## config.mk

```make
export PLATFORM = sky130hd
export DESIGN_NAME = reg_arbiter
export DESIGN_NICKNAME = d
export VERILOG_FILES = /design/src/rtl/reg_arbiter_pkg.sv /design/src/rtl/reg_arbiter_dff_en.sv /design/src/rtl/reg_arbiter.sv
export SDC_FILE = /design/constraint.sdc
export NUM_CORES = 1
export LEC_CHECK = 0
export BUFFER_PORTS_ARGS = -buffer_cell sky130_fd_sc_hd__buf_2
export CORE_MARGIN = 2
export CORE_UTILIZATION = 25
export CTS_CLUSTER_DIAMETER = 40
export DETAILED_ROUTE_END_ITERATION = 12
export GPL_TIMING_DRIVEN = 1
export PLACE_DENSITY = 0.49
export SLEW_MARGIN = 20
export SYNTH_ARGS = -nofsm -noshare
export SYNTH_HDL_FRONTEND = slang
export SYNTH_SLANG_ARGS = --single-unit
```

## constraint.sdc

```tcl
create_clock -name Clk -period 1.2 [get_ports Clk]
set_clock_uncertainty 0.05 [all_clocks]
set_input_delay 0.18 -clock Clk [delete_from_list [all_inputs] [get_ports Clk]]
set_output_delay 0.18 -clock Clk [all_outputs]
set_load 0.02 [all_outputs]
```

## src/rtl/reg_arbiter_pkg.sv

```systemverilog
// Shared types and sizing for the two-requester register arbiter.
package reg_arbiter_pkg;

    localparam int unsigned DATA_W_DEFAULT = 8;

    // Arbiter FSM states; each grant state lasts exactly one cycle.
    typedef enum logic [1:0] {
        IDLE = 2'd0,
        GNT0 = 2'd1,
        GNT1 = 2'd2
    } state_t;

endpackage : reg_arbiter_pkg

```

## src/rtl/reg_arbiter_dff_en.sv

```systemverilog
// N-bit edge-triggered register with load enable and async active-low clear.
module dff_en #(
    parameter int unsigned N = 8
) (
    input  logic         clk,
    input  logic         rst_n,
    input  logic         en,
    input  logic [N-1:0] d,
    output logic [N-1:0] q
);

    // Load d when enabled, otherwise hold; clear on reset.
    always_ff @(posedge clk or negedge rst_n) begin
        if (!rst_n) begin
            q <= '0;
        end else if (en) begin
            q <= d;
        end
    end

endmodule : dff_en

```

## src/rtl/reg_arbiter.sv

```systemverilog
// Round-robin arbiter granting two requesters write access to one shared
// register. Optional even-parity output Qpar under REG_ARBITER_PARITY_EN.
module reg_arbiter
    import reg_arbiter_pkg::*;
#(
    parameter int unsigned DATA_W = DATA_W_DEFAULT
) (
    input  logic              Clk,
    input  logic              Resetn,
    input  logic              req0,
    input  logic              req1,
    input  logic [DATA_W-1:0] data0,
    input  logic [DATA_W-1:0] data1,
    output logic              gnt0,
    output logic              gnt1,
    output logic [DATA_W-1:0] Q,
    output logic              Qsrc,
    output logic              Qvalid
`ifdef REG_ARBITER_PARITY_EN
    ,
    output logic              Qpar
`endif
);

    state_t            state;
    state_t            state_nxt;
    logic              last;
    logic              wr_en_c;
    logic [DATA_W-1:0] wr_data_c;
    logic              wr_src_c;

    // State register plus registered grants, source index and write strobe.
    always_ff @(posedge Clk or negedge Resetn) begin
        if (!Resetn) begin
            state  <= IDLE;
            gnt0   <= 1'b0;
            gnt1   <= 1'b0;
            Qsrc   <= 1'b0;
            Qvalid <= 1'b0;
            last   <= 1'b1;
        end else begin
            state  <= state_nxt;
            gnt0   <= (state_nxt == GNT0);
            gnt1   <= (state_nxt == GNT1);
            Qvalid <= wr_en_c;
            if (wr_en_c) begin
                Qsrc <= wr_src_c;
                last <= wr_src_c;
            end
        end
    end

    // Next state and write selection; the current grantee is never eligible.
    always_comb begin
        state_nxt = IDLE;
        wr_en_c   = 1'b0;
        wr_data_c = '0;
        wr_src_c  = 1'b0;
        case (state)
            IDLE: begin
                if (req0 && req1) begin
                    state_nxt = last ? GNT0 : GNT1;
                end else if (req0) begin
                    state_nxt = GNT0;
                end else if (req1) begin
                    state_nxt = GNT1;
                end
            end
            GNT0: begin
                wr_en_c   = 1'b1;
                wr_data_c = data0;
                wr_src_c  = 1'b0;
                if (req1) begin
                    state_nxt = GNT1;
                end
            end
            GNT1: begin
                wr_en_c   = 1'b1;
                wr_data_c = data1;
                wr_src_c  = 1'b1;
                if (req0) begin
                    state_nxt = GNT0;
                end
            end
            default: state_nxt = IDLE;
        endcase
    end

    // Shared register storage.
    dff_en #(
        .N (DATA_W)
    ) u_q_reg (
        .clk   (Clk),
        .rst_n (Resetn),
        .en    (wr_en_c),
        .d     (wr_data_c),
        .q     (Q)
    );

`ifdef REG_ARBITER_PARITY_EN
    // Parity of the value being written, captured alongside Q.
    always_ff @(posedge Clk or negedge Resetn) begin
        if (!Resetn) begin
            Qpar <= 1'b0;
        end else if (wr_en_c) begin
            Qpar <= ^wr_data_c;
        end
    end
`endif

endmodule : reg_arbiter
```

==> flow_metrics.env <==
export IMPL_power_uw=2790
export IMPL_failed_checks="negative setup slack"
export IMPL_whs_endpoint="gnt1$_DFF_PN0_"
export IMPL_r2r_start="state[1]$_DFF_PN0_"
export IMPL_h_tree_depth=1
export IMPL_ys_top_cells_by_area="dfrtp_1, a22oi_1, ha_1"
export IMPL_synth_nets=86
export IMPL_hold_path_depth=2
export IMPL_syn_to_final_growth_pct=49.8
export IMPL_die_w_um=56.0
export IMPL_max_stage_delay_ns=0.39
export IMPL_overflow=0
export IMPL_tightest_slew_ns=0.341
export IMPL_yosysTopAreaCell="dfrtp_1"
export IMPL_hold_violations=0
export IMPL_slew_headroom_pct=77.2
export IMPL_routed_wirelength_um=1520
export IMPL_cp_required_ns=1.32
export IMPL_synth_top_area_share_pct=51.9
export IMPL_firstDrtPassIters=4
export IMPL_maxCapViolCount=0
export IMPL_vias=564
export IMPL_syn_cell_area_sq_um=676
export IMPL_ios=32
export IMPL_globalplace_congestion=0.732
export IMPL_rsz0062_at_grt="true"
export IMPL_final_cells=130
export IMPL_netlist_instances=62
export IMPL_drv_slew=0
export IMPL_ys_ff_latch=15
export IMPL_finalSetupTns_ns=-0.597
export IMPL_synthArstFlopShare_pct=100
export IMPL_numCtsBuffers=3
export IMPL_synth_top_cells_by_count="dfrtp_1, nor2_1, a21oi_1, a22oi_1"
export IMPL_root_buffer="clkbuf_4"
export IMPL_synth_distinct_cells=18
export IMPL_synth_edf_count=0
export IMPL_synthFlopType="dfrtp_1"
export IMPL_grt_use_met1_pct=13.4
export IMPL_outcome="finished, violations left"
export IMPL_path_clk_slew_ns=0.09
export IMPL_place_hpwl_um=1080
export IMPL_hold_slack_ns=0.0793
export IMPL_rrSetupSlack_ns=-0.1
export IMPL_arrival_ns=1.42
export IMPL_rr_worst_depth=4
export IMPL_use_met2_pct=15.1
export IMPL_fin_crit_sh_pct=108
export IMPL_wl_per_cell_um=11.7
export IMPL_finalSetupViolations=12
export IMPL_criticalPathCategory="reg2reg"
export IMPL_drc=0
export IMPL_fmax_mhz=770
export IMPL_setup_worst_path_end_class="register"
export IMPL_core_area_sq_mm=0.00252
export IMPL_antenna_cells=0
export IMPL_yosys_warnings=0
export IMPL_clk_insertion_delay_late_ns=0.28
export IMPL_crit_path_cell_trace="buf_4, ha_2, a21o_1, and4b_2"
export IMPL_fp_dieH_um=56.0
export IMPL_grt_pass1_vias=578
export IMPL_hold_start="req0"
export IMPL_clkSinkCount=15
export IMPL_grt_total_usage_pct=10.3
export IMPL_finalCriticalPeriod_ns=1.30
export IMPL_use_met3_pct=4.19
export IMPL_drtIter0Drc=25
export IMPL_synth_seq_area_share_pct=55.7
export IMPL_critical_path_max_fanout=3
export IMPL_num_rows=18
export IMPL_drive_gt1_share_pct=59.0
export IMPL_crit_buf_inv=1
export IMPL_place_inst=123
export IMPL_postRouteAntennaNets=0
export IMPL_initial_core_util_pct=26.8
export IMPL_antenna_found_initial=0
export IMPL_startpoint_type="register"
export IMPL_via_per_inst=4.34
export IMPL_crit_slowest_cell="dfrtp_1"
export IMPL_grt_max_degree=21
export IMPL_cp_top_family="flip-flops"
export IMPL_io_buffer_count=31
export IMPL_r2r_end="gnt0$_DFF_PN0_"
export IMPL_power_leakage_uw=0.000482
export IMPL_clockBufferDepth=2
export IMPL_final_nets=125
export IMPL_grt_busiest_layer="met2"
export IMPL_syn_area_per_cell_sq_um=10.9
export IMPL_die_area_sq_mm=0.00313
export IMPL_worst_slack_ns=-0.0990
export IMPL_grt_first_pass_wirelength_um=2540
export IMPL_ir_drop_uv=1300
export IMPL_powerDensity_mw_per_mm2=2760
export IMPL_yosys_cell_count_top_type="dfrtp_1"
export IMPL_cts_tree="done"
export IMPL_hp_class="in2reg"
flip-flops by register name, summed over array words and instances, names as in the netlist:
register	cells
Qsrc	1
Qvalid	1
gnt0	1
gnt1	1
last	1
state	2
u_q_reg.q	8
routing by layer:
layer	part of all wire, %	vias up	routed length [um]
met2	42	24	634
met1	48	249	732
met4	0	0	0
met5	0	-	0
li1	-	291	-
met3	10	0	154
worst reg2reg max path: stages (launching register included):
cell and delay [ns]:
dfrtp_1 0.39, buf_4 0.14, ha_2 0.19, a21o_1 0.19, and4b_2 0.22
area by class of cell:
type                            count  area, sq um
Multi-Input combinational cell     39          320
Tap cell                           30         37.5
Fill cell                         258         1510
Inverter                            4         15.0
Timing Repair Buffer               38          235
Clock buffer                        4         26.3
Sequential cell                    15          378
repair_timing:
| action | in CTS | in global routing |
|---|---|---|
| hold buffers | 1 | 0 |
| setup endpoints to repair | 14 | 14 |
| buffers inserted | 2 | 0 |
| hold endpoints to repair | 14 | 0 |
| gates resized for setup | 7 | 6 |
| pin swaps | 2 | 2 |
cells by family after synthesis:
kind of cell               after synthesis  share of synthesized area [%]
buffers and inverters                    8                           5.55
AOI/OAI and AO/OA                       22                           21.7
and+or+nand+nor                         13                           9.63
adders and majority gates                4                           7.41
DFF                                     15                           55.7
power breakdown:
group	leakage (uW)	switching (uW)	internal, uW
clock network	0.0000150	155	129
logic	0.000286	896	745
registers	0.000182	114	757
cells in the final DEF (no fill, tap or decap), types with 2 or more instances in the layout:
master and n:
a21oi_1 6, a21oi_2 2, a22oi_1 5, a22oi_2 3
buf_12 2, buf_2 31, buf_4 4, clkbuf_4 3
dfrtp_1 13, ha_4 2, inv_1 2, inv_2 2
nor2_1 8
worst max-delay path by stage:
stage                     cells past startpoint  slack (ns)          startpoint              to
after CTS                                     4       -0.09  state[1]$_DFF_PN0_  gnt0$_DFF_PN0_
after global routing                          5       -0.14  state[0]$_DFF_PN0_  gnt0$_DFF_PN0_
after global placement                        4       -0.12  state[1]$_DFF_PN0_  gnt0$_DFF_PN0_
after floorplan                               5       -0.04  state[0]$_DFF_PN0_  gnt0$_DFF_PN0_
after detailed placement                      4       -0.14  state[1]$_DFF_PN0_  gnt0$_DFF_PN0_
final                                         4        -0.1  state[1]$_DFF_PN0_  gnt0$_DFF_PN0_
per-stage QoR:
stage	util, %	area (sq um)	setup slack, ns
global placement	36.1	910	-0.119
floorplan	-	703	-0.0399
detailed placement	36.1	910	-0.135
global route	40.1	1010	-0.138
finish	40.1	1010	-0.0990
CTS	39.1	987	-0.0913
Power figures use the tool's default switching activity.
